==> src/rtl/fetch_unit_pkg.sv <==
// rtl/fetch_unit_pkg.sv - shared constants and FSM encoding for the fetch stage
// Contents: default widths, reset PC, NOP encoding, fetch FSM state type.
package fetch_unit_pkg;

  localparam int          FETCH_ADDR_W   = 32;
  localparam int          FETCH_INSN_W   = 32;
  localparam logic [31:0] FETCH_PC_RESET = 32'h80020000;
  localparam logic [31:0] NOP_INSN       = 32'h0;

  // S_IDLE: post-reset, no request
  // S_REQ : request on the bus, waiting for imem_ready
  // S_FULL: skid buffer holds a fetched instruction, bus idle
  typedef enum logic [1:0] {
    S_IDLE = 2'd0,
    S_REQ  = 2'd1,
    S_FULL = 2'd2
  } fetch_state_t;

endpackage

==> src/rtl/fetch_skid_buffer.sv <==
// rtl/fetch_skid_buffer.sv - one-entry {insn, pc} holding register for the fetch stage
// Ports:
//   clock, reset        : clock, synchronous active-high reset
//   push, pop, clear    : load entry / drain entry / discard entry (clear > push > pop)
//   push_insn, push_pc  : entry contents written on push
//   full                : entry holds a valid instruction
//   buf_insn, buf_pc    : stored entry
module fetch_skid_buffer
  import fetch_unit_pkg::*;
#(
  parameter int ADDR_W = FETCH_ADDR_W,
  parameter int INSN_W = FETCH_INSN_W
) (
  input  logic              clock,
  input  logic              reset,
  input  logic              push,
  input  logic              pop,
  input  logic              clear,
  input  logic [INSN_W-1:0] push_insn,
  input  logic [ADDR_W-1:0] push_pc,
  output logic              full,
  output logic [INSN_W-1:0] buf_insn,
  output logic [ADDR_W-1:0] buf_pc
);

  always_ff @(posedge clock) begin
    if (reset) begin
      full     <= 1'b0;
      buf_insn <= '0;
      buf_pc   <= '0;
    end else if (clear) begin
      full <= 1'b0;
    end else if (push) begin
      full     <= 1'b1;
      buf_insn <= push_insn;
      buf_pc   <= push_pc;
    end else if (pop) begin
      full <= 1'b0;
    end
  end

endmodule

==> src/rtl/fetch_unit.sv <==
// rtl/fetch_unit.sv - instruction fetch stage: PC owner, imem handshake, IF/ID register
// Ports:
//   clock, reset                 : clock, synchronous active-high reset
//   stall                        : hold IF/ID
//   branch_taken, branch_target  : EX-stage redirect
//   imem_req, imem_addr          : fetch request (held until imem_ready)
//   imem_ready, imem_rdata       : request accepted, instruction returned
//   insn_out, pc_out, valid_out  : IF/ID pipeline register
//   flush_out                    : one-cycle squash pulse to ID
module fetch_unit
  import fetch_unit_pkg::*;
#(
  parameter int                ADDR_W   = FETCH_ADDR_W,
  parameter int                INSN_W   = FETCH_INSN_W,
  parameter logic [ADDR_W-1:0] PC_RESET = ADDR_W'(FETCH_PC_RESET)
) (
  input  logic              clock,
  input  logic              reset,
  input  logic              stall,
  input  logic              branch_taken,
  input  logic [ADDR_W-1:0] branch_target,
  output logic              imem_req,
  output logic [ADDR_W-1:0] imem_addr,
  input  logic              imem_ready,
  input  logic [INSN_W-1:0] imem_rdata,
  output logic [INSN_W-1:0] insn_out,
  output logic [ADDR_W-1:0] pc_out,
  output logic              valid_out,
  output logic              flush_out
);

  fetch_state_t      state, state_nxt;
  logic [ADDR_W-1:0] pc;
  logic              kill;
  logic [ADDR_W-1:0] kill_addr;

  logic              accept;
  logic              fresh;
  logic              load_direct;
  logic              buf_push;
  logic              buf_pop;
  logic              buf_full;
  logic [INSN_W-1:0] buf_insn;
  logic [ADDR_W-1:0] buf_pc;

  // While a killed request is outstanding, pc already holds the redirect
  // target; the bus must keep presenting the original address until ready.
  assign imem_req  = (state == S_REQ);
  assign imem_addr = kill ? kill_addr : pc;

  assign accept      = (state == S_REQ) && imem_ready;
  // A returned word is a real instruction only if it is neither a stale
  // in-flight response nor arriving in the same cycle as a redirect.
  assign fresh       = accept && !kill && !branch_taken;
  assign load_direct = fresh && !stall && !buf_full;
  assign buf_push    = fresh && !load_direct;
  assign buf_pop     = buf_full && !stall && !branch_taken;

  fetch_skid_buffer #(
    .ADDR_W (ADDR_W),
    .INSN_W (INSN_W)
  ) u_skid (
    .clock     (clock),
    .reset     (reset),
    .push      (buf_push),
    .pop       (buf_pop),
    .clear     (branch_taken),
    .push_insn (imem_rdata),
    .push_pc   (imem_addr),
    .full      (buf_full),
    .buf_insn  (buf_insn),
    .buf_pc    (buf_pc)
  );

  always_ff @(posedge clock) begin
    if (reset) begin
      state <= S_IDLE;
    end else begin
      state <= state_nxt;
    end
  end

  always_comb begin
    state_nxt = state;
    case (state)
      S_IDLE: state_nxt = S_REQ;
      S_REQ: begin
        if (buf_push) begin
          state_nxt = S_FULL;
        end
      end
      S_FULL: begin
        if (branch_taken || !stall) begin
          state_nxt = S_REQ;
        end
      end
      default: state_nxt = S_IDLE;
    endcase
  end

  // PC and kill tracking
  always_ff @(posedge clock) begin
    if (reset) begin
      pc        <= PC_RESET;
      kill      <= 1'b0;
      kill_addr <= PC_RESET;
    end else if (branch_taken) begin
      pc <= {branch_target[ADDR_W-1:2], 2'b00};
      if ((state == S_REQ) && !imem_ready) begin
        kill <= 1'b1;
        // On back-to-back redirects the bus still owes the first address.
        if (!kill) begin
          kill_addr <= pc;
        end
      end else begin
        kill <= 1'b0;
      end
    end else if (accept) begin
      if (kill) begin
        kill <= 1'b0;
      end else begin
        pc <= pc + ADDR_W'(4);
      end
    end
  end

  // IF/ID register
  always_ff @(posedge clock) begin
    if (reset) begin
      insn_out  <= INSN_W'(NOP_INSN);
      pc_out    <= PC_RESET;
      valid_out <= 1'b0;
      flush_out <= 1'b0;
    end else begin
      flush_out <= branch_taken;
      if (branch_taken) begin
        insn_out  <= INSN_W'(NOP_INSN);
        valid_out <= 1'b0;
      end else if (!stall) begin
        if (buf_full) begin
          insn_out  <= buf_insn;
          pc_out    <= buf_pc;
          valid_out <= 1'b1;
        end else if (load_direct) begin
          insn_out  <= imem_rdata;
          pc_out    <= imem_addr;
          valid_out <= 1'b1;
        end else begin
          // ID consumed the previous instruction and nothing replaces it.
          valid_out <= 1'b0;
        end
      end
    end
  end

endmodule

==> config.mk <==
export PLATFORM = sky130hd
export DESIGN_NAME = fetch_unit
export DESIGN_NICKNAME = d
export VERILOG_FILES = /design/src/rtl/fetch_unit_pkg.sv /design/src/rtl/fetch_skid_buffer.sv /design/src/rtl/fetch_unit.sv
export SDC_FILE = /design/constraint.sdc
export NUM_CORES = 1
export LEC_CHECK = 0
export CAP_MARGIN = 10
export CELL_PAD_IN_SITES_DETAIL_PLACEMENT = 1
export CELL_PAD_IN_SITES_GLOBAL_PLACEMENT = 1
export CORE_MARGIN = 2
export CORE_UTILIZATION = 40
export CTS_CLUSTER_DIAMETER = 200
export CTS_CLUSTER_SIZE = 14
export DETAILED_ROUTE_END_ITERATION = 10
export MAX_ROUTING_LAYER = met4
export PLACE_DENSITY = 0.82
export SLEW_MARGIN = 0
export SYNTH_ARGS = -nofsm -noshare
export SYNTH_HDL_FRONTEND = slang
export SYNTH_SLANG_ARGS = --single-unit
export TNS_END_PERCENT = 100
==> constraint.sdc <==
create_clock -name clock -period 5.8 [get_ports clock]
set_input_delay 0.87 -clock clock [delete_from_list [all_inputs] [get_ports clock]]
set_output_delay 0.87 -clock clock [all_outputs]
set_load 0.01 [all_outputs]
**Word level (Yosys, flattened, before mapping)**

Index checks and enable logic that the tools add are counted.

- Register bits after elaboration: 198
- Input bits: 69
- Output and inout port bits: 99
- Word-level logic and storage cells: 67

- $add $sub $neg: 1
- Eq/ne operators: 5
- Multiplexer cells: 18
- Bitwise logic cells: 3
- Reductions and logical operators: 28

Operator list:

| kind | count |
|---|---|
| two-way mux 32 bit | 8 |
| adder 32 x 3 -> 32 bit (second input constant) | 1 |
| AND reduction 2 bit | 6 |
| logical AND 1 bit | 9 |
| two-way mux 1 bit | 7 |
| logical NOT 1 bit | 6 |
| case mux 2 bit (3 select lines) | 1 |
| nonzero test 2 bit | 3 |
| two-way mux 2 bit | 2 |
| != test 2 bit (second input constant) | 2 |
| inverter 1 bit | 3 |
| AND reduction 3 bit | 1 |
| equality test 2 x 1 -> 1 bit (second input constant) | 1 |
| equality test 2 bit (second input constant) | 1 |
| logical NOT 2 bit | 1 |
| != test 2 x 1 -> 1 bit (second input constant) | 1 |
| OR reduction 2 bit | 1 |
| logical OR 1 bit | 1 |

**Depth between registers and ports, before layout**

Gate-level depths: netlist of the first run.

- Depth after elaboration: 10
- Depth in mapped cells: 8

**Modules after synthesis**

From an unflattened synthesis of the first run, not the netlist that was laid out.

- Cell total of the unflattened synthesis: 1044
- Area, all modules: 9395.3 sq um

Modules (own cells, without submodules):

| module | instances | cells an instance | area each (sq um) | sequential area each (sq um) |
|---|---|---|---|---|
| fetch_unit | 1 | 748 | 6127.1 | 2622.5 |
| fetch_skid_buffer | 1 | 296 | 3268.1 | 1301.2 |

**Worst setup path after synthesis of the first run**

No wires, ideal clock.

- Path kind: input -> register
- Start point: input imem_ready
- End point: register pc[14]
- Setup time: 0.091 ns
- Arrival: 2.349 ns
- Required time: 5.709 ns
- Slack: 3.360 ns
- Cell stages on the path: 6
- Buffers on the path: 2
- Cell sequence: nand4bb_1 -> buf_4 -> or4_4 -> buf_6 -> or3_1 -> a311oi_1

- Word-level cells in the longest chain between the ends: 3

RTL lines:

| item | line | RTL |
|---|---|---|
| from (decl) | fetch_unit.sv:24 | `input logic imem_ready,` |
| logical AND 1 bit | fetch_unit.sv:51 | `assign accept = (state == S_REQ) && imem_ready;` |
| nonzero test 2 bit (no line) | n/a |  |
| AND reduction 2 bit (no line) | n/a |  |
| to (signal assigned) | fetch_unit.sv:108 | `pc <= {branch_target[ADDR_W-1:2], 2'b00};` |
| to (signal assigned) | fetch_unit.sv:122 | `pc <= pc + ADDR_W'(4);` |
| to (decl) | fetch_unit.sv:33 | `logic [ADDR_W-1:0] pc;` |

Every way passes these cells.
A chain may end at the register's enable or synchronous reset.

**Final worst setup path of the first run**

- Start point: register kill
- End point: output imem_addr[11]

- Word-level cells in the longest chain between the ends: 1

RTL lines:

| item | line | RTL |
|---|---|---|
| from (decl) | fetch_unit.sv:34 | `logic kill;` |
| from (signal assigned) | fetch_unit.sv:105 | `kill <= 1'b0;` |
| from (signal assigned) | fetch_unit.sv:110 | `kill <= 1'b1;` |
| from (signal assigned) | fetch_unit.sv:116 | `kill <= 1'b0;` |
| two-way mux 32 bit | n/a |  |
| to (decl) | fetch_unit.sv:23 | `output logic [ADDR_W-1:0] imem_addr,` |

Every way passes these cells.

==> results of run 1 <==
-- power breakdown --
part / switching [mW] / internal [mW] / leakage (nW)
clock network: 0.562 / 0.563 / 0.268
registers: 0.0495 / 1.39 / 1.60
logic: 0.175 / 0.153 / 1.79
total: 0.787 / 2.11 / 3.66
-- worst max-delay path, stage by stage, from the launching register on --
cell and delay, ps:
dfxtp_2 1040, mux2i_1 530, inv_1 80, clkdlybuf4s50_1 490
-- logic make-up after synthesis --
family                     Yosys count  share of synthesized area (%)
DFF                                196                          45.23
adders and majority gates            1                         0.1442
AOI/OAI and AO/OA                  279                          19.83
and+or+nand+nor                    381                          20.25
buffers and inverters              136                          6.129
muxes                               66                          7.615
xor gates and xnor gates             8                         0.8076
-- stage by stage --
stage / util (%) / area (um2) / instances
after detailed placement: 49.28 / 10420 / 1425
after global routing: 51.88 / 10980 / 1458
after floorplan: - / 8676 / 1067
after global placement: 49.28 / 10420 / 1425
final: 51.88 / 10980 / 1458
after CTS: 51.86 / 10970 / 1456
-- per-layer routing --
layer | vias up | routed length (um) | part of all wire, %
li1 | 3939 | - | -
met5 | - | 0 | 0
met3 | 32 | 1430 | 5.6
met4 | 0 | 463 | 1.8
met1 | 3816 | 11540 | 45
met2 | 180 | 12000 | 47
-- area by class of cell --
class,count,share of cell area [%]
Antenna cell,2,0.04560
Clock buffer,18,3.910
Clock inverter,13,1.072
Inverter,41,1.402
Multi-Input combinational cell,735,38.77
Sequential cell,196,35.80
Tap cell,275,3.135
Timing Repair Buffer,178,15.87
-- cells in the final DEF (no fill, tap or decap), types with 3 or more instances in the layout --
master             n
clkdlybuf4s50_1  163
dfxtp_1          194
or4_1              4
inv_1             41
nand4_1            8
and2_1             6
nor2b_1            4
or3_1             38
nor4_1             8
buf_4             14
a211o_1            3
a2111oi_0          7
o211ai_1           3
inv_6              4
a221o_1            3
and3_1             5
clkinv_4           3
clkbuf_16         17
xor2_1             3
o21ai_0           68
xnor2_1            5
a211oi_1          70
a21oi_1           98
nand2_1          174
a31oi_1            3
and4_1             9
nor2_1            91
a311oi_1           5
nand3_1            9
nor3b_1            5
nor3_1             8
mux2i_1           66
-- registers in the layout, summed over array words and instances (netlist names) --
signal	flops
state	2
pc_out	32
flush_out	1
u_skid.full	1
u_skid.buf_pc	32
valid_out	1
kill	1
kill_addr	32
insn_out	32
pc	30
u_skid.buf_insn	32
-- worst max path at each step --
stage / end / slack [ps] / cells after the start
2_1_floorplan: pc[14]$_SDFFE_PP0P_ / 3360 / 6
3_5_place_dp: pc[31]$_SDFFE_PP1P_ / 2150 / 5
4_1_cts: imem_addr[9] / 2310 / 3
3_3_place_gp: pc[31]$_SDFFE_PP1P_ / 2240 / 5
5_1_grt: imem_addr[11] / 2160 / 3
6_report: imem_addr[11] / 2340 / 3
==> results.yml, run 1 <==
clock_network:
  clock_latency_ps: 430
  cts_tree: "done"
  cts_root_buffer: "clkbuf_16"
  cts_hold_buf: 0
  htreeDepth: 4
  clock_path_buffers: 2
  cts.sinks: 196
  clk_pin_slew_ps: 70
  cts_setup_buffers: 0
  cts_resized: 0
  cts_made_buffers: 17
synthesis:
  synth-async-reset-ratio_pct: 0
  yosys.area.top_type: "dfxtp_1"
  syn_avg_cell_area_um2: 8.131
  yosys_warnings: 0
  syn-cell-area_um2: 8676
  synth_area_leaders: "dfxtp_1 (45%), mux2i_1 (7.6%), nand2_1 (7.5%)"
  postSynthCellCount: 1067
  ys_ff_latch: 196
  synth.most_common_cell: "dfxtp_1"
  synthFlopType: "dfxtp_1"
  synth_nets: 1137
  synth_edf_count: 0
  synth_common_cells: "dfxtp_1 (196), nand2_1 (174), a21oi_1 (99), nor2_1 (91), clkbuf_1 (82)"
  synth_cell_type_count: 57
  seq_area_frac_synth_pct: 45.23
  synth_top_area_share_pct: 45.23
final_layout:
  regArea_um2: 3929
  fin_nets: 1239
  syn2layout_area_growth_pct: 26.51
  drive_gt1_share_pct: 4.657
  fill_cells: 2523
  multi_input_area_um2: 4255
sta:
  finalHoldViolCount: 0
  period_share_pct: 59.70
  fin_setup_tns_ps: 0
  fmax_mhz: 288.8
  finalSetupViolCount: 0
  rsz0062_at_grt: "false"
  slew_violations: 0
  max_slew_margin_pct: 27.71
  finalClockSkew_ps: 11.95
  tightest_slew_ps: 1084
  timing.final.ws_setup_ps: 2337
  hold_slack_ps: 453.2
  finalCriticalPeriod_ps: 3463
routing:
  wl_um: 25430
  drc_errors: 0
  vias: 7967
  drtPass1Iterations: 5
  wl_per_cell_um: 17.44
  viasPerCell: 5.464
  drt_iter0_markers: 288
  antenna_left: 0
worst_setup_path:
  startpoint_type: "register"
  regToRegEndpoint: "pc[31]$_SDFFE_PP1P_"
  r2r_slack_ps: 2720
  path_max_fanout: 36
  critical_path_class: "register to output port"
  cp.arrival_ps: 2590
  startpoint: "kill$_SDFFE_PP0P_"
  r2r_start: "kill$_SDFFE_PP0P_"
  endpoint_kind: "output port"
  worst_ep_required_time_ps: 4930
  rr_worst_depth: 4
global_route:
  grt-busiest-layer: "met2"
  use_met2_pct: 38.55
  globalRouteMet3Util_pct: 5.633
  grt_remaining_overflow: 0
  grt_pass1_vias: 8261
  grt_max_degree: 83
  grtUsageTotal_pct: 23.56
  grt_use_met1_pct: 28.96
  grt_antenna_before_repair: 2
  grt_pass1_wl_um: 41790
placed_design:
  dp_slack_ps: 2149
  dp_hpwl_um: 16870
  place_congestion: 0.7779
  io_buffers: 165
outcome:
  status: "finished clean"
power_and_ir_drop:
  p_leak_nw: 3.658
  powerDensity_nw_per_um2: 263.5
  vdd_drop_max_mv: 0.2064
  finalPower_mw: 2.892
die:
  die_h_um: 151.3
  pin_count: 168
  die_area_um2: 22880
  initial_core_util_pct: 41.01
  die_x_um: 151.3
  core-area_um2: 21150
  rows: 53
flow_run:
  drv_cap: 0
worst_hold_path:
  hp-start: "pc_out[13]$_SDFFE_PP0P_"
  min_path_cells: 2
  min_path_type: "register to register"
  hold_path_end: "pc_out[13]$_SDFFE_PP0P_"
Note: power is estimated with default switching activity, not from simulation.
==> run 2: changes to the inputs <==
--- a/config.mk
+++ b/config.mk
@@ -9,12 +9,12 @@
 export CELL_PAD_IN_SITES_DETAIL_PLACEMENT = 1
 export CELL_PAD_IN_SITES_GLOBAL_PLACEMENT = 1
 export CORE_MARGIN = 2
-export CORE_UTILIZATION = 40
+export CORE_UTILIZATION = 35
 export CTS_CLUSTER_DIAMETER = 200
 export CTS_CLUSTER_SIZE = 14
 export DETAILED_ROUTE_END_ITERATION = 10
 export MAX_ROUTING_LAYER = met4
-export PLACE_DENSITY = 0.82
+export PLACE_DENSITY = 0.76
 export SLEW_MARGIN = 0
 export SYNTH_ARGS = -nofsm -noshare
 export SYNTH_HDL_FRONTEND = slang
==> constraint.sdc (replaced) <==
create_clock -name clock -period 3 [get_ports clock]
set_input_delay 0.45 -clock clock [delete_from_list [all_inputs] [get_ports clock]]
set_output_delay 0.45 -clock clock [all_outputs]
set_load 0.01 [all_outputs]
==> results.yml, run 2 (synthesis results as in run 1) <==
global_route:
  globalRouteMet3Util_pct: 5.444
  grt-busiest-layer: "met2"
  grt_pass1_vias: 7968
  grt_max_degree: 106
  grt_remaining_overflow: 0
  grtUsageTotal_pct: 20.91
  use_met2_pct: 32.71
  grt_use_met1_pct: 27.09
  grt_pass1_wl_um: 42790
  grt_antenna_before_repair: 3
die:
  initial_core_util_pct: 35.67
  core-area_um2: 24320
  die_x_um: 161.4
  rows: 57
  die_h_um: 161.4
  die_area_um2: 26060
  pin_count: 168
routing:
  drc_errors: 0
  drtPass1Iterations: 4
  antenna_left: 0
  viasPerCell: 5.185
  vias: 8005
  wl_per_cell_um: 16.87
  wl_um: 26040
  drt_iter0_markers: 388
power_and_ir_drop:
  vdd_drop_max_mv: 0.3124
  p_leak_nw: 3.869
  powerDensity_nw_per_um2: 510.9
placed_design:
  dp_hpwl_um: 17890
  place_congestion: 0.8027
  io_buffers: 165
clock_network:
  cts_setup_buffers: 0
  cts_tree: "done"
  cts_root_buffer: "clkbuf_16"
  cts_resized: 0
  cts_made_buffers: 17
  cts_hold_buf: 0
  clk_pin_slew_ps: 80
  htreeDepth: 4
  cts.sinks: 196
  clock_path_buffers: 2
  clock_latency_ps: 430
sta:
  fmax_mhz: 356.7
  rsz0062_at_grt: "false"
  hold_slack_ps: 411.7
  fin_setup_tns_ps: 0
  finalCriticalPeriod_ps: 2803
  tightest_slew_ps: 844.3
  finalHoldViolCount: 0
  max_slew_margin_pct: 43.60
  slew_violations: 0
  finalClockSkew_ps: 14.01
  finalSetupViolCount: 0
  period_share_pct: 93.44
worst_setup_path:
  endpoint_kind: "output port"
  path_max_fanout: 16
  r2r_start: "pc[13]$_SDFFE_PP0P_"
  worst_ep_required_time_ps: 2550
  startpoint_type: "register"
  startpoint: "kill$_SDFFE_PP0P_"
  cp.arrival_ps: 2350
  critical_path_class: "register to output port"
outcome:
  status: "finished clean"
final_layout:
  syn2layout_area_growth_pct: 31.96
  fin_nets: 1274
  final_common_cell: "dfxtp_1"
  drive_gt1_share_pct: 7.560
  final_cell_mix: "dfxtp_1 (194), nand2_1 (174), clkdlybuf4s50_1 (163), a21oi_1 (98), nor2_1 (91)"
worst_hold_path:
  min_path_type: "input pin to register"
  hp-start: "reset"
flow_run:
  drv_cap: 0
run 2: cell types whose count changed in the layout (fill, tap and decap cells not counted), sizes merged:
cell,previous run,this run
buf,15,50
inv,47,49
clkbuf,18,17
diode,2,3
run 2: layout make-up:
class                      count  area, um2
timing repair buffer         213       2079
tap                          324      405.4
inverter                      41      153.9
antenna                        3      7.507
clock buffer                  17      425.4
fill                        2875      12870
multi-input combinational    735       4255
sequential                   196       3929
clock inverter                15      192.7
run 2: path summary, 6_finish.rpt:
kind	end	slack, ps	cells after the start
setup / recovery	imem_addr[7]	200	4
hold / removal	state[0]$_SDFFE_PP0P_	410	2
setup reg to reg	pc[31]$_SDFFE_PP1P_	710	4
hold reg to reg	pc_out[30]$_SDFFE_PP0P_	450	2
run 2: where the power goes:
group | total, mW | leakage (nW) | switching [mW] | internal, mW
Clock | 2.37 | 0.296 | 1.21 | 1.15
Sequential | 2.78 | 1.60 | 0.0896 | 2.69
Combinational | 0.709 | 1.98 | 0.366 | 0.343
run 2: critical path: stages, from the launching register on:
cell	delay, ps
dfxtp_2	660
buf_4	290
mux2i_1	410
inv_1	80
clkdlybuf4s50_1	480
run 2: per-layer routing:
layer / vias up / share of wire (%)
li1: 4015 / -
met1: 3825 / 47
met2: 147 / 46
met3: 18 / 5.8
met4: 0 / 1.3
met5: - / 0
run 2: through the flow:
stage                     instances  power, mW  instance area [um2]  utilization (%)  setup WS [ps]
after floorplan                1067      3.168                 8676                -          942.4
after global placement         1509      3.522                10820            44.50          356.8
after detailed placement       1509      3.548                10820            44.50          314.2
after CTS                      1541      5.923                11440            47.04          148.5
after global routing           1544      6.109                11450            47.08          64.70
final                          1544      5.850                11450            47.08          196.9
==> run 3: changes to the inputs <==
--- a/config.mk
+++ b/config.mk
@@ -8,13 +8,14 @@
 export CAP_MARGIN = 10
 export CELL_PAD_IN_SITES_DETAIL_PLACEMENT = 1
 export CELL_PAD_IN_SITES_GLOBAL_PLACEMENT = 1
+export CORE_ASPECT_RATIO = 0.9
 export CORE_MARGIN = 2
 export CORE_UTILIZATION = 35
 export CTS_CLUSTER_DIAMETER = 200
 export CTS_CLUSTER_SIZE = 14
 export DETAILED_ROUTE_END_ITERATION = 10
 export MAX_ROUTING_LAYER = met4
-export PLACE_DENSITY = 0.76
+export PLACE_DENSITY = 0.87
 export SLEW_MARGIN = 0
 export SYNTH_ARGS = -nofsm -noshare
 export SYNTH_HDL_FRONTEND = slang
==> results.yml, run 3 (synthesis results as in run 1) <==
outcome:
  status: "finished clean"
routing:
  drtPass1Iterations: 5
  wl_met1_um: 12970
  wl_met3_um: 813
  vias: 8264
  wl_um: 27480
  wl_per_cell_um: 18.13
  drt_iter0_markers: 554
  antenna_left: 0
  viasPerCell: 5.451
  drc_errors: 0
  highest-signal-layer: "met4"
  met2_length_um: 12960
worst_hold_path:
  min_path_type: "input pin to register"
  min_path_cells: 2
  hold_path_end: "pc[20]$_SDFFE_PP0P_"
  hp-start: "reset"
worst_setup_path:
  crit_chain: "mux2i_1, inv_1, clkdlybuf4s50_1"
  startpoint_type: "register"
  crit_slowest_cell: "dfxtp_4"
  worst_ep_required_time_ps: 2550
  endpoint_kind: "output port"
  critical_path_class: "register to output port"
  max_stage_delay_ps: 750
  rr_worst_depth: 4
  cp.arrival_ps: 2300
  r2r_slack_ps: 610
  path_max_fanout: 36
  regToRegEndpoint: "pc[31]$_SDFFE_PP1P_"
  r2r_start: "pc[13]$_SDFFE_PP0P_"
clock_network:
  cts_hold_buf: 0
  htreeDepth: 4
  cts_root_buffer: "clkbuf_16"
  cts_made_buffers: 17
  clock_latency_ps: 440
  cts_tree: "done"
  cts.sinks: 196
  clk_pin_slew_ps: 70
  clock_path_buffers: 2
sta:
  finalHoldViolCount: 0
  finalCriticalPeriod_ps: 2747
  max_slew_margin_pct: 32.76
  slew_violations: 0
  fin_setup_tns_ps: 0
  rsz0062_at_grt: "false"
  tightest_slew_ps: 1009
  fmax_mhz: 364.0
  finalClockSkew_ps: 17.25
  finalSetupViolCount: 0
  period_share_pct: 91.56
power_and_ir_drop:
  vdd_drop_max_mv: 0.4056
  powerDensity_nw_per_um2: 513.8
  finalPower_mw: 5.799
  p_leak_nw: 3.790
final_layout:
  final_common_cell: "dfxtp_1"
  final_cell_mix: "dfxtp_1 (194), nand2_1 (174), clkdlybuf4s50_1 (163), a21oi_1 (98), nor2_1 (91)"
  fin_nets: 1264
  syn2layout_area_growth_pct: 30.10
  drive_gt1_share_pct: 6.551
  fill_cells: 2879
die:
  initial_core_util_pct: 35.67
  die_h_um: 153.4
  rows: 54
  pin_count: 168
  die_x_um: 170.0
  die_area_um2: 26070
  core-area_um2: 24320
global_route:
  grtUsageTotal_pct: 21.56
  grt_pass1_vias: 8317
  grt_max_degree: 95
  grt_pass1_wl_um: 43820
  grt_antenna_before_repair: 1
  grt_remaining_overflow: 0
placed_design:
  io_buffers: 165
  dp_hpwl_um: 18670
  place_congestion: 0.8571
flow_run:
  drv_cap: 0
[run 3: changes by cell type in the layout (fill, tap and decap cells not counted), moves of 3 or more]
cell,previous run,this run
inv_12,3,0
inv_6,1,5
clkinv_8,4,0
buf_4,43,35
inv_8,4,1
[run 3: final cells by class]
class | instances | area (um2) | area share [%]
Antenna cell | 2 | 5.005 | 0.04434
Tap cell | 308 | 385.4 | 3.414
Inverter | 41 | 153.9 | 1.363
Sequential cell | 196 | 3931 | 34.83
Clock buffer | 19 | 432.9 | 3.835
Multi-Input combinational cell | 735 | 4255 | 37.70
Timing Repair Buffer | 203 | 1979 | 17.54
Clock inverter | 12 | 143.9 | 1.275
[run 3: through the flow]
step | hold slack (ps) | setup slack, ps | instances | area (um2) | util [%]
3_5_place_dp | 446.6 | 312.5 | 1483 | 10700 | 44.00
5_1_grt | 350.8 | 131.6 | 1515 | 11280 | 46.39
2_1_floorplan | 421.6 | 942.4 | 1067 | 8676 | -
6_report | 357.1 | 253.1 | 1516 | 11290 | 46.40
3_3_place_gp | 437.0 | 404.1 | 1483 | 10700 | 44.00
4_1_cts | 352.3 | 232.0 | 1514 | 11280 | 46.38
[run 3: critical path: cells and delay by family, from the launching register on]
| kind | cells | cell delay [ps] |
|---|---|---|
| buffers and inverters | 2 | 580 |
| muxes | 1 | 530 |
| DFF | 1 | 750 |
[run 3: power by group]
part           switching (mW)  internal (mW)  total (mW)
Clock                    1.08           1.25        2.32
Sequential             0.0995           2.69        2.79
Combinational           0.361          0.328       0.689
Total                    1.54           4.26        5.80
[run 3: how the worst max path moves through the flow]
stage	end	from	slack, ps	cells after the start
2_1_floorplan	pc[14]$_SDFFE_PP0P_	kill$_SDFFE_PP0P_	940	7
3_3_place_gp	pc[31]$_SDFFE_PP1P_	imem_ready	400	5
3_5_place_dp	pc[21]$_SDFFE_PP0P_	imem_ready	310	6
4_1_cts	imem_addr[7]	kill$_SDFFE_PP0P_	230	3
5_1_grt	imem_addr[2]	kill$_SDFFE_PP0P_	130	3
6_report	imem_addr[7]	kill$_SDFFE_PP0P_	250	3
[run 3: repair_timing]
| action | CTS | global route |
|---|---|---|
| endpoints found under the setup margin | 6 | 0 |
| resized for setup | 1 | 0 |
| buffers inserted | 0 | 0 |
[run 3: routing by layer]
layer  track usage (%)  vias up
met5                 -        -
met4             7.774        0
met3             3.470       45
met2             33.61      174
met1             28.30     4068
li1                  -     3977
